## src/rtl/muldiv_pkg.sv

```systemverilog
// Shared types and decode helpers for the multiply/divide unit.
//   op_t    : operation code presented on the unit's op port (6 and 7 are no-ops)
//   state_t : sequencer states IDLE -> CALC -> FIXUP -> IDLE
package muldiv_pkg;

  typedef enum logic [2:0] {
    MULT  = 3'd0,
    MULTU = 3'd1,
    DIV   = 3'd2,
    DIVU  = 3'd3,
    MTHI  = 3'd4,
    MTLO  = 3'd5
  } op_t;

  typedef enum logic [1:0] {
    IDLE,
    CALC,
    FIXUP
  } state_t;

  function automatic logic is_mul(input op_t op);
    return (op == MULT) || (op == MULTU);
  endfunction

  function automatic logic is_signed(input op_t op);
    return (op == MULT) || (op == DIV);
  endfunction

  function automatic logic is_muldiv(input op_t op);
    return is_mul(op) || (op == DIV) || (op == DIVU);
  endfunction

endpackage

```

## src/rtl/muldiv_signfix.sv

```systemverilog
// Conditional two's-complement negate, used for operand magnitudes and
// result sign correction.
//   a_i   : value in
//   neg_i : 1 = negate, 0 = pass through
//   y_o   : result
module muldiv_signfix #(
  parameter int unsigned WIDTH = 32
) (
  input  logic [WIDTH-1:0] a_i,
  input  logic             neg_i,
  output logic [WIDTH-1:0] y_o
);

  always_comb begin
    y_o = a_i;
    if (neg_i) y_o = ~a_i + WIDTH'(1);
  end

endmodule

```

## src/rtl/muldiv_unit.sv

```systemverilog
// Multi-cycle multiply/divide unit with architectural HI/LO registers.
// Signed/unsigned MULT and DIV take WIDTH iteration cycles plus one sign-fix
// cycle; MTHI/MTLO write HI/LO directly from IDLE.
//   clk, reset_n : clock, synchronous active-low reset
//   start, op    : launch request and operation (sampled only in IDLE)
//   kill         : abandon an in-flight MULT/DIV; also blocks a same-cycle start
//   srca, srcb   : operand A (multiplicand/dividend/MTxx data), operand B
//   busy         : high in CALC and FIXUP
//   done         : one-cycle pulse after HI/LO are written by MULT/DIV
//   hi, lo       : HI/LO registers
module muldiv_unit
  import muldiv_pkg::*;
#(
  parameter int unsigned WIDTH = 32
) (
  input  logic             clk,
  input  logic             reset_n,
  input  logic             start,
  input  op_t              op,
  input  logic             kill,
  input  logic [WIDTH-1:0] srca,
  input  logic [WIDTH-1:0] srcb,
  output logic             busy,
  output logic             done,
  output logic [WIDTH-1:0] hi,
  output logic [WIDTH-1:0] lo
);

  localparam int unsigned CNT_W = $clog2(WIDTH + 1);

  state_t             state_q;
  logic [CNT_W-1:0]   cnt_q;
  logic               mul_q;
  logic               neg_res_q;
  logic               neg_rem_q;
  logic [WIDTH-1:0]   opb_q;      // multiplicand or divisor magnitude
  logic [2*WIDTH-1:0] acc_q;      // {partial product/remainder, multiplier/quotient}
  logic [2*WIDTH-1:0] acc_d;
  logic [WIDTH-1:0]   hi_q, lo_q;
  logic               busy_q, done_q;

  logic               a_neg, b_neg, b_zero;
  logic [WIDTH-1:0]   a_abs, b_abs;
  logic [2*WIDTH-1:0] res_in, res_fix;
  logic [WIDTH-1:0]   rem_fix;

  logic [WIDTH:0]     mul_sum;
  logic [WIDTH:0]     div_t;
  logic               div_ge;
  logic [WIDTH-1:0]   div_rem;

  assign a_neg  = is_signed(op) & srca[WIDTH-1];
  assign b_neg  = is_signed(op) & srcb[WIDTH-1];
  assign b_zero = (srcb == '0);

  muldiv_signfix #(.WIDTH(WIDTH)) u_abs_a (.a_i(srca), .neg_i(a_neg), .y_o(a_abs));
  muldiv_signfix #(.WIDTH(WIDTH)) u_abs_b (.a_i(srcb), .neg_i(b_neg), .y_o(b_abs));

  // Product and quotient share one 2W-wide negator; quotient is zero-extended.
  always_comb begin
    res_in = {{WIDTH{1'b0}}, acc_q[WIDTH-1:0]};
    if (mul_q) res_in = acc_q;
  end

  muldiv_signfix #(.WIDTH(2*WIDTH)) u_fix_res (.a_i(res_in), .neg_i(neg_res_q), .y_o(res_fix));
  muldiv_signfix #(.WIDTH(WIDTH)) u_fix_rem (.a_i(acc_q[2*WIDTH-1:WIDTH]), .neg_i(neg_rem_q),
                                             .y_o(rem_fix));

  // One iteration step. The divide compare uses the guard bit (div_t[WIDTH]);
  // the subtraction only needs WIDTH bits because its result is below the divisor.
  always_comb begin
    mul_sum = {1'b0, acc_q[2*WIDTH-1:WIDTH]} + ({1'b0, opb_q} & {(WIDTH+1){acc_q[0]}});
    div_t   = acc_q[2*WIDTH-1:WIDTH-1];
    div_ge  = (div_t >= {1'b0, opb_q});
    div_rem = div_t[WIDTH-1:0];
    if (div_ge) div_rem = div_t[WIDTH-1:0] - opb_q;
    acc_d = {div_rem, acc_q[WIDTH-2:0], div_ge};
    if (mul_q) acc_d = {mul_sum, acc_q[WIDTH-1:1]};
  end

  always_ff @(posedge clk) begin
    if (!reset_n) begin
      state_q   <= IDLE;
      cnt_q     <= '0;
      mul_q     <= 1'b0;
      neg_res_q <= 1'b0;
      neg_rem_q <= 1'b0;
      opb_q     <= '0;
      acc_q     <= '0;
      hi_q      <= '0;
      lo_q      <= '0;
      busy_q    <= 1'b0;
      done_q    <= 1'b0;
    end else begin
      done_q <= 1'b0;
      case (state_q)
        IDLE: begin
          if (start && !kill) begin
            if (op == MTHI) begin
              hi_q <= srca;
            end else if (op == MTLO) begin
              lo_q <= srca;
            end else if (is_muldiv(op)) begin
              mul_q   <= is_mul(op);
              cnt_q   <= CNT_W'(WIDTH);
              busy_q  <= 1'b1;
              state_q <= CALC;
              if (is_mul(op)) begin
                acc_q     <= {{WIDTH{1'b0}}, b_abs};
                opb_q     <= a_abs;
                neg_res_q <= a_neg ^ b_neg;
                neg_rem_q <= 1'b0;
              end else begin
                acc_q     <= {{WIDTH{1'b0}}, a_abs};
                opb_q     <= b_abs;
                // divide by zero keeps the raw all-ones quotient
                neg_res_q <= (a_neg ^ b_neg) & ~b_zero;
                neg_rem_q <= a_neg;
              end
            end
          end
        end
        CALC: begin
          if (kill) begin
            state_q <= IDLE;
            busy_q  <= 1'b0;
            cnt_q   <= '0;
          end else begin
            acc_q <= acc_d;
            cnt_q <= cnt_q - CNT_W'(1);
            if (cnt_q == CNT_W'(1)) state_q <= FIXUP;
          end
        end
        FIXUP: begin
          state_q <= IDLE;
          busy_q  <= 1'b0;
          if (!kill) begin
            done_q <= 1'b1;
            lo_q   <= res_fix[WIDTH-1:0];
            if (mul_q) hi_q <= res_fix[2*WIDTH-1:WIDTH];
            else       hi_q <= rem_fix;
          end
        end
        default: begin
          state_q <= IDLE;
          busy_q  <= 1'b0;
        end
      endcase
    end
  end

  assign busy = busy_q;
  assign done = done_q;
  assign hi   = hi_q;
  assign lo   = lo_q;

endmodule

```

## config.mk

```make
export PLATFORM = sky130hd
export DESIGN_NAME = muldiv_unit
export DESIGN_NICKNAME = d
export VERILOG_FILES = /design/src/rtl/muldiv_pkg.sv /design/src/rtl/muldiv_signfix.sv /design/src/rtl/muldiv_unit.sv
export SDC_FILE = /design/constraint.sdc
export NUM_CORES = 1
export LEC_CHECK = 0
export CORE_ASPECT_RATIO = 1.75
export CORE_MARGIN = 1
export CORE_UTILIZATION = 54
export DETAILED_ROUTE_END_ITERATION = 10
export PLACE_DENSITY = 0.79
export SKIP_CTS_REPAIR_TIMING = 1
export SLEW_MARGIN = 10
export SYNTH_ARGS = -nofsm -noshare
export SYNTH_HDL_FRONTEND = slang
export SYNTH_SLANG_ARGS = --single-unit
```

## constraint.sdc

```tcl
create_clock -name clk -period 3.2 [get_ports clk]
set_clock_uncertainty 0.2 [all_clocks]
set_input_delay 0.8 -clock clk [delete_from_list [all_inputs] [get_ports clk]]
set_output_delay 0.8 -clock clk [all_outputs]
set_load 0.01 [all_outputs]
```

==> reports/qor.yml, run 1 <==
outcome: "aborted with a tool error"
stop_stage: "5_1_grt"
firstError: "[ERROR GRT-0232] Routing congestion too high. Check the congestion heatmap in the GUI."
yosys_register_bits: 173
place_area_sq_mm: 0.0202
dp_hpwl_mm: 56.5
grt_max_degree: 64
clock_sinks: 173
yosysUniqueCellTypes: 84
synthMostInstantiatedCell: "nand2_1"
start_util: 0.553
ys_seq_area_frac: 0.223
synth_common_cells: "nand2_1, nor2_1, a21oi_1"
yosys.area.top_type: "dfxtp_1"
syn_area_sq_mm: 0.0155
grtUsageTotal: 0.613
grt_overflow: 1
io_pins: 137
async_flop_share: 0
synthFlopType: "dfxtp_1"
gp_congestion: 1.05
synthTopCellsByArea: "dfxtp_1, a21oi_1, ha_1"
numPortBuffers: 136
cts_root_buf: "clkbuf_16"
synth_edf_count: 0
cts_made_buffers: 17
worst-ep-kind: "register data pin"
yosysTopAreaCellShare: 0.223
ys_warn_count: 0
syn-instance-count: 2145
rows: 81
htree_levels: 4
syn-num-nets: 2288
avgSynthCellArea_sq_um: 7.23
clk_path_buf_depth: 2
die-width_um: 130
crit_endpoint: "acc_q[44]$_SDFFE_PN0P_/D"
die_h_um: 226
## through the flow
step | TNS (ps) | cells | setup WS [ps] | hold slack [ps]
after floorplan | -1650 | 2145 | -236 | 241
after global placement | -30110 | 2926 | -796 | 242
after detailed placement | -34610 | 2926 | -798 | 240
after CTS | -13120 | 2958 | -466 | 263
## logic make-up after synthesis
group | count (synthesis) | share of synthesized area
buf+inv | 224 | 0.0556
simple gates | 758 | 0.239
mux | 64 | 0.0419
flops | 173 | 0.223
compound gates | 687 | 0.287
fa+ha+maj | 72 | 0.0590
xor+xnor | 167 | 0.0943
## per-layer routing
| layer | GRT usage | overflow |
|---|---|---|
| met1 | 0.587 | 0 |
| met2 | 0.863 | 0 |
| met3 | 0.343 | 0 |
| met4 | 0.679 | 1 |
| met5 | 0.0392 | 0 |
==> run 2: changes to the inputs <==
--- a/config.mk
+++ b/config.mk
@@ -5,11 +5,10 @@
 export SDC_FILE = /design/constraint.sdc
 export NUM_CORES = 1
 export LEC_CHECK = 0
-export CORE_ASPECT_RATIO = 1.75
 export CORE_MARGIN = 1
-export CORE_UTILIZATION = 54
+export CORE_UTILIZATION = 40
 export DETAILED_ROUTE_END_ITERATION = 10
-export PLACE_DENSITY = 0.79
+export PLACE_DENSITY_LB_ADDON = 0.15
 export SKIP_CTS_REPAIR_TIMING = 1
 export SLEW_MARGIN = 10
 export SYNTH_ARGS = -nofsm -noshare
==> constraint.sdc (replaced) <==
create_clock -name clk -period 4.15 [get_ports clk]
set_clock_uncertainty 0.2 [all_clocks]
set_input_delay 1.0375 -clock clk [delete_from_list [all_inputs] [get_ports clk]]
set_output_delay 1.0375 -clock clk [all_outputs]
set_load 0.01 [all_outputs]
==> reports/qor.yml, run 2 <==
worstPathArrival_ps: 3990
cts_tree: "yes"
via_per_inst: 6.06
outcome: "completed"
maxCapViolations: 0
io_pins: 137  # unchanged
setup_viol: 0
rows: 71  # -12%
mostFrequentLayoutCell: "nand2_1"
critPathBufInv: 6
start_util: 0.409  # -0.144
cp-start-kind: "flop"
clk_path_buf_depth: 2  # unchanged
fin_crit_ps: 3820
drv_slew: 0
max-slew-margin-rel: 0.293
rrSetupSlack_ps: 330
path_class: "reg -> reg"
largest_reg_flops: 64
crit_family: "buffers and inverters"
synthFlopType: "dfxtp_1"
place_ws_ps: -95.9  # +702 ps
die-area_sq_mm: 0.0396
avgSynthCellArea_sq_um: 7.23  # unchanged
place_area_sq_mm: 0.0181  # -10%
cp_max_fo: 9
yosys_register_bits: 173  # unchanged
ys_seq_area_frac: 0.223  # unchanged
htree_levels: 4  # unchanged
power_density_mw_per_mm2: 283
area_growth_pct: 20.5
drive_gt1_frac: 0.0991
vias: 17100
syn-num-nets: 2288  # unchanged
drtPass1Iterations: 6
final_cell_mix: "nand2_1, nor2_1, a21oi_1, dfxtp_1, o21ai_0"
crit_top_cell: "buf_4"
syn_area_sq_mm: 0.0155  # unchanged
grt_pass1_wl_mm: 96.8
cts_root_buf: "clkbuf_16"
max_flop_register: "acc_q"
die-width_um: 199  # +53%
hold_viol: 0
path_cells: "inv_1, ha_1, buf_4, nand3_1, o21bai_1, a2111oi_0, buf_4, nor4_2, nor4_1, buf_4, nor3_2, nor2_4, buf_4, buf_4, nand2_1, o21ai_0"
rsz0062_at_grt: "false"
worst_slack_ps: 331
grt_overflow: 0
fmax_mhz: 262
yosysTopAreaCellShare: 0.223  # unchanged
yosysUniqueCellTypes: 84  # unchanged
worstSetupEndpointType: "flop"
power.leakage_nw: 7.38
fp.coreArea_sq_mm: 0.0379
gp_congestion: 0.954  # -9.4%
ir_drop_v: 0.000329
async_flop_share: 0  # unchanged
clock_sinks: 173  # unchanged
antenna_found_initial: 0
antenna_cells: 0
nFillCells: 3887
grtUsageTotal: 0.325
max_stage_delay_ps: 500
die_h_um: 199  # -12%
yosys.area.top_type: "dfxtp_1"
antenna_left: 0
fin_nets: 2432
first_iter_violations: 1702
max_slew.worst_pin.slew_ps: 1060
fin_crit_sh: 0.920
finish.instance_area_sq_mm: 0.0187
dp_hpwl_mm: 50.2  # -11%
synthMostInstantiatedCell: "nand2_1"
grt_max_degree: 81
clk_pin_slew_ps: 70
cts_made_buffers: 17  # unchanged
avgRoutedWirePerCell_um: 22.7
syn-instance-count: 2145  # unchanged
clock_latency_ps: 470
min_path_type: "reg -> reg"
synth_edf_count: 0  # unchanged
cp.required_ps: 4320
cpMaxStageDelayCell: "a2111oi_0"
ys_warn_count: 0  # unchanged
drc: 0
grt_pass1_vias: 16200
synth_common_cells: "nand2_1, nor2_1, a21oi_1"
numPortBuffers: 136  # unchanged
synthTopCellsByArea: "dfxtp_1, a21oi_1, ha_1"
wirelength_mm: 63.9
run 2: cell families (layout without fill, tap and decap cells):
group	count (synthesis)	count (layout)	synth area share
flip-flops	173	173	0.223
AO/OA/AOI/OAI	687	687	0.287
multiplexers	64	64	0.0419
adder cells (fa/ha/maj)	72	72	0.0590
buffers and inverters	224	380	0.0556
XOR/XNOR	167	167	0.0943
AND/OR/NAND/NOR	758	758	0.239
run 2: final timing paths:
check,startpoint,end,cells after the start
max,opb_q[4],acc_q[55],16
min,lo[26],lo[26],2
max reg2reg,opb_q[4],acc_q[55],16
min reg2reg,lo[26],lo[26],2
run 2: per-stage QoR:
| stage | setup TNS (ps) | instances | hold slack [ps] | power [mW] | utilization |
|---|---|---|---|---|---|
| finish | 0 | 2812 | 261 | 5.29 | 0.493 |
| global route | 0 | 2812 | 277 | 5.50 | 0.493 |
| CTS | 0 | 2812 | 258 | 5.27 | 0.493 |
| detailed placement | -439 | 2781 | 247 | 3.65 | 0.478 |
| global placement | -176 | 2781 | 237 | 3.64 | 0.478 |
| floorplan | 0 | 2145 | 241 | 2.92 | - |
run 2: power breakdown:
group          internal (mW)  switching (mW)
Combinational          0.789            1.06
Sequential              1.72          0.0810
Clock                  0.872           0.768
run 2: layer usage:
metal,GRT usage,part of all wire,vias to the layer above
li1,-,-,8080
met1,0.430,0.44,8146
met2,0.522,0.46,692
met3,0.0539,0.066,135
met4,0.134,0.041,0
met5,0,0,-
run 2: worst reg2reg max path, cell delays in order (launching register included):
cell and delay [ps]:
dfxtp_1 340, inv_1 70, ha_1 320, buf_4 130
nand3_1 90, o21bai_1 200, a2111oi_0 500, buf_4 220
nor4_2 60, nor4_1 380, buf_4 200, nor3_2 70
nor2_4 200, buf_4 250, buf_4 160, nand2_1 130
o21ai_0 230
run 2: cell type report:
class                           count  area (sq um)  share of cell area
Clock inverter                      9          87.6             0.00468
Timing Repair Buffer              279          2540               0.136
Multi-Input combinational cell   1748         11200               0.600
Sequential cell                   173          3460               0.185
Inverter                           70           263              0.0141
Clock buffer                       22           474              0.0254
Tap cell                          511           639              0.0342
Power figures use the tool's default switching activity.
==> run 3: changes to the inputs <==
--- a/config.mk
+++ b/config.mk
@@ -5,11 +5,11 @@
 export SDC_FILE = /design/constraint.sdc
 export NUM_CORES = 1
 export LEC_CHECK = 0
+export ABC_AREA = 1
 export CORE_MARGIN = 1
 export CORE_UTILIZATION = 40
 export DETAILED_ROUTE_END_ITERATION = 10
 export PLACE_DENSITY_LB_ADDON = 0.15
-export SKIP_CTS_REPAIR_TIMING = 1
 export SLEW_MARGIN = 10
 export SYNTH_ARGS = -nofsm -noshare
 export SYNTH_HDL_FRONTEND = slang
==> reports/qor.yml, run 3 <==
drtPass1Iterations: 7  # +1
drc: 0  # unchanged
avgRoutedWirePerCell_um: 23.3  # +2.4%
place_inst: 3941  # +42%
die-area_sq_mm: 0.0458  # +16%
rsz0062_at_grt: "false"
synthTopCellsByArea: "dfxtp_1, nand2_1, nand3_1"
worst_slack_ps: 627  # +295 ps
cts_root_buf: "clkbuf_16"
vias: 23300  # +36%
io_pins: 137  # unchanged
clock_latency_ps: 500  # +30 ps
register_area_sq_mm: 0.00347  # about the same
cp-start-kind: "flop"
worstSetupEndpointType: "flop"
dp_hpwl_mm: 75.5  # +51%
wirelength_mm: 92.5  # +45%
max_slew.worst_pin.slew_ps: 1210  # +147 ps
p_clk_frac: 0.252  # -0.058
fin_nets: 3511  # +44%
antenna_found_initial: 1  # +1
async_flop_share: 0  # unchanged
die_h_um: 214  # +7.6%
grt_overflow: 0  # unchanged
grt_max_degree: 111  # +37%
cp.required_ps: 4320  # about the same
drv_slew: 0  # unchanged
yosys_register_bits: 173  # unchanged
cts_tree: "yes"
final_util: 0.469  # -0.0234
max_flop_register: "acc_q"
yosysTopAreaCellShare: 0.192  # -0.0309
grtUsageTotal: 0.393  # +0.0681
cts_post_setup_buffers_inserted: 0
ir_drop_v: 0.000403  # +23%
syn_area_sq_mm: 0.0180  # +16%
min_path_type: "reg -> reg"
worstPathArrival_ps: 3690  # -300 ps
r2r_start: "acc_q[55]"
fin_tns_setup_ps: 0  # unchanged
synthMostInstantiatedCell: "nand2_1"
synthFlopType: "dfxtp_1"
die-width_um: 214  # +7.6%
synth_edf_count: 0  # unchanged
gp_congestion: 1.07  # +12%
yosys.area.top_type: "dfxtp_1"
outcome: "completed"
cts-resized-gates: 0
nFillCells: 4911  # +26%
max-slew-margin-rel: 0.195  # -0.0978
power_density_mw_per_mm2: 323  # +14%
start_util: 0.406  # -0.00279
fp.coreArea_sq_mm: 0.0443  # +17%
grt_pass1_vias: 21100  # +30%
min_from: "lo[1]"
maxCapViolations: 0  # unchanged
numPortBuffers: 136  # unchanged
first_iter_violations: 3134  # +84%
syn-num-nets: 3407  # +49%
avgSynthCellArea_sq_um: 5.51  # -24%
setup_viol: 0  # unchanged
drive_gt1_frac: 0.0453  # -0.0538
ys_warn_count: 0  # unchanged
cts_made_buffers: 17  # unchanged
switchingPower_mw: 3.23  # +69%
clk_pin_slew_ps: 70  # about the same
p_seq_frac: 0.289  # -0.051
setup.worst_path.start: "acc_q[55]"
area_growth_pct: 15.6
combPwrFrac: 0.459  # +0.109
cellInternalPower_mw: 3.49  # +3.2%
htree_levels: 4  # unchanged
fin_crit_ps: 3520  # -295 ps
mostFrequentLayoutCell: "nand2_1"
grt_pass1_wl_mm: 134  # +39%
yosysUniqueCellTypes: 49  # -42%
power.leakage_nw: 9.85  # +33%
via_per_inst: 5.86  # -3.4%
fmax_mhz: 284  # +8.4%
cp_max_fo: 19  # +10
place_ws_ps: 241  # +337 ps
clock_sinks: 173  # unchanged
hold_viol: 0  # unchanged
antenna_left: 0  # unchanged
final_cell_mix: "nand2_1, inv_1, nand3_1, nor2_1, o21ai_0"
holdBufCountCts: 0
largest_reg_flops: 64  # unchanged
synth_common_cells: "nand2_1, inv_1, nand3_1"
syn-instance-count: 3264  # +52%
instances_no_fill: 3974  # +41%
fin_crit_sh: 0.849  # -0.0711
multi_input_area_sq_mm: 0.0122  # +8.9%
clk_path_buf_depth: 2  # unchanged
ys_seq_area_frac: 0.192  # -0.0309
rows: 77  # +8.5%
path_class: "reg -> reg"
p_sw_frac: 0.481  # +0.120
p_total_mw: 6.72  # +27%
-- run 3: cell types whose count changed after synthesis, sizes merged, moves of 56 or more --
| cell | previous run | this run |
|---|---|---|
| o21ai | 158 | 254 |
| mux2i | 56 | 0 |
| xnor2 | 87 | 4 |
| nor2 | 187 | 354 |
| nand2 | 232 | 887 |
| inv | 70 | 468 |
| nand3 | 77 | 386 |
| clkbuf | 129 | 70 |
-- run 3: cell families after synthesis --
group / Yosys count / share of synthesized area
and+or+nand+nor: 1766 / 0.418
AOI/OAI and AO/OA: 606 / 0.184
buffers and inverters: 596 / 0.129
DFF: 173 / 0.192
adders and majority gates: 72 / 0.0509
xor gates and xnor gates: 51 / 0.0248
-- run 3: per-layer routing --
metal / track usage / part of all wire / vias up
met5: 0 / 0 / -
met4: 0.215 / 0.055 / 0
met3: 0.0821 / 0.10 / 202
met2: 0.581 / 0.42 / 1323
met1: 0.532 / 0.42 / 10900
li1: - / - / 10900
-- run 3: metrics by stage --
step / hold WS, ps / cell area [sq um]
6_report: 294 / 20800
5_1_grt: 321 / 20800
4_1_cts: 295 / 20800
3_5_place_dp: 278 / 20200
3_3_place_gp: 272 / 20200
2_1_floorplan: 258 / 18000
-- run 3: worst paths after layout --
| path | slack, ps | depth (start not counted) | end |
|---|---|---|---|
| setup / recovery | 630 | 12 | acc_q[46] |
| setup reg to reg | 630 | 12 | acc_q[46] |
| hold reg to reg | 290 | 2 | lo[1] |
| hold / removal | 290 | 2 | lo[1] |
-- run 3: critical path: stages, from the launching register on --
cell and delay [ps]:
dfxtp_1 820, ha_1 440, a21oi_1 220, nand2_1 120, a21oi_1 230, nor2_1 80, nor2_2 280, buf_4 300
nand3_2 200, inv_2 160, nand2_1 140, o211ai_1 110, a21oi_1 90
-- run 3: power by group through the flow --
| stage | Clock (mW) | Combinational [mW] | Sequential (mW) |
|---|---|---|---|
| after CTS | 1.71 | 2.97 | 1.93 |
| after floorplan | 0 | 1.93 | 1.89 |
| after global routing | 1.77 | 3.34 | 1.95 |
| final | 1.69 | 3.09 | 1.94 |
| after detailed placement | 0 | 2.96 | 1.97 |
| after global placement | 0 | 2.96 | 1.97 |
-- run 3: layout make-up --
| type | count | share of cell area |
|---|---|---|
| clock inverters | 15 | 0.00836 |
| flip-flops and latches | 173 | 0.167 |
| well taps | 592 | 0.0356 |
| clock buffers | 17 | 0.0204 |
| repair buffers | 211 | 0.0965 |
| multi-input cells | 2495 | 0.588 |
| diodes | 1 | 0.000120 |
| inverters | 470 | 0.0848 |
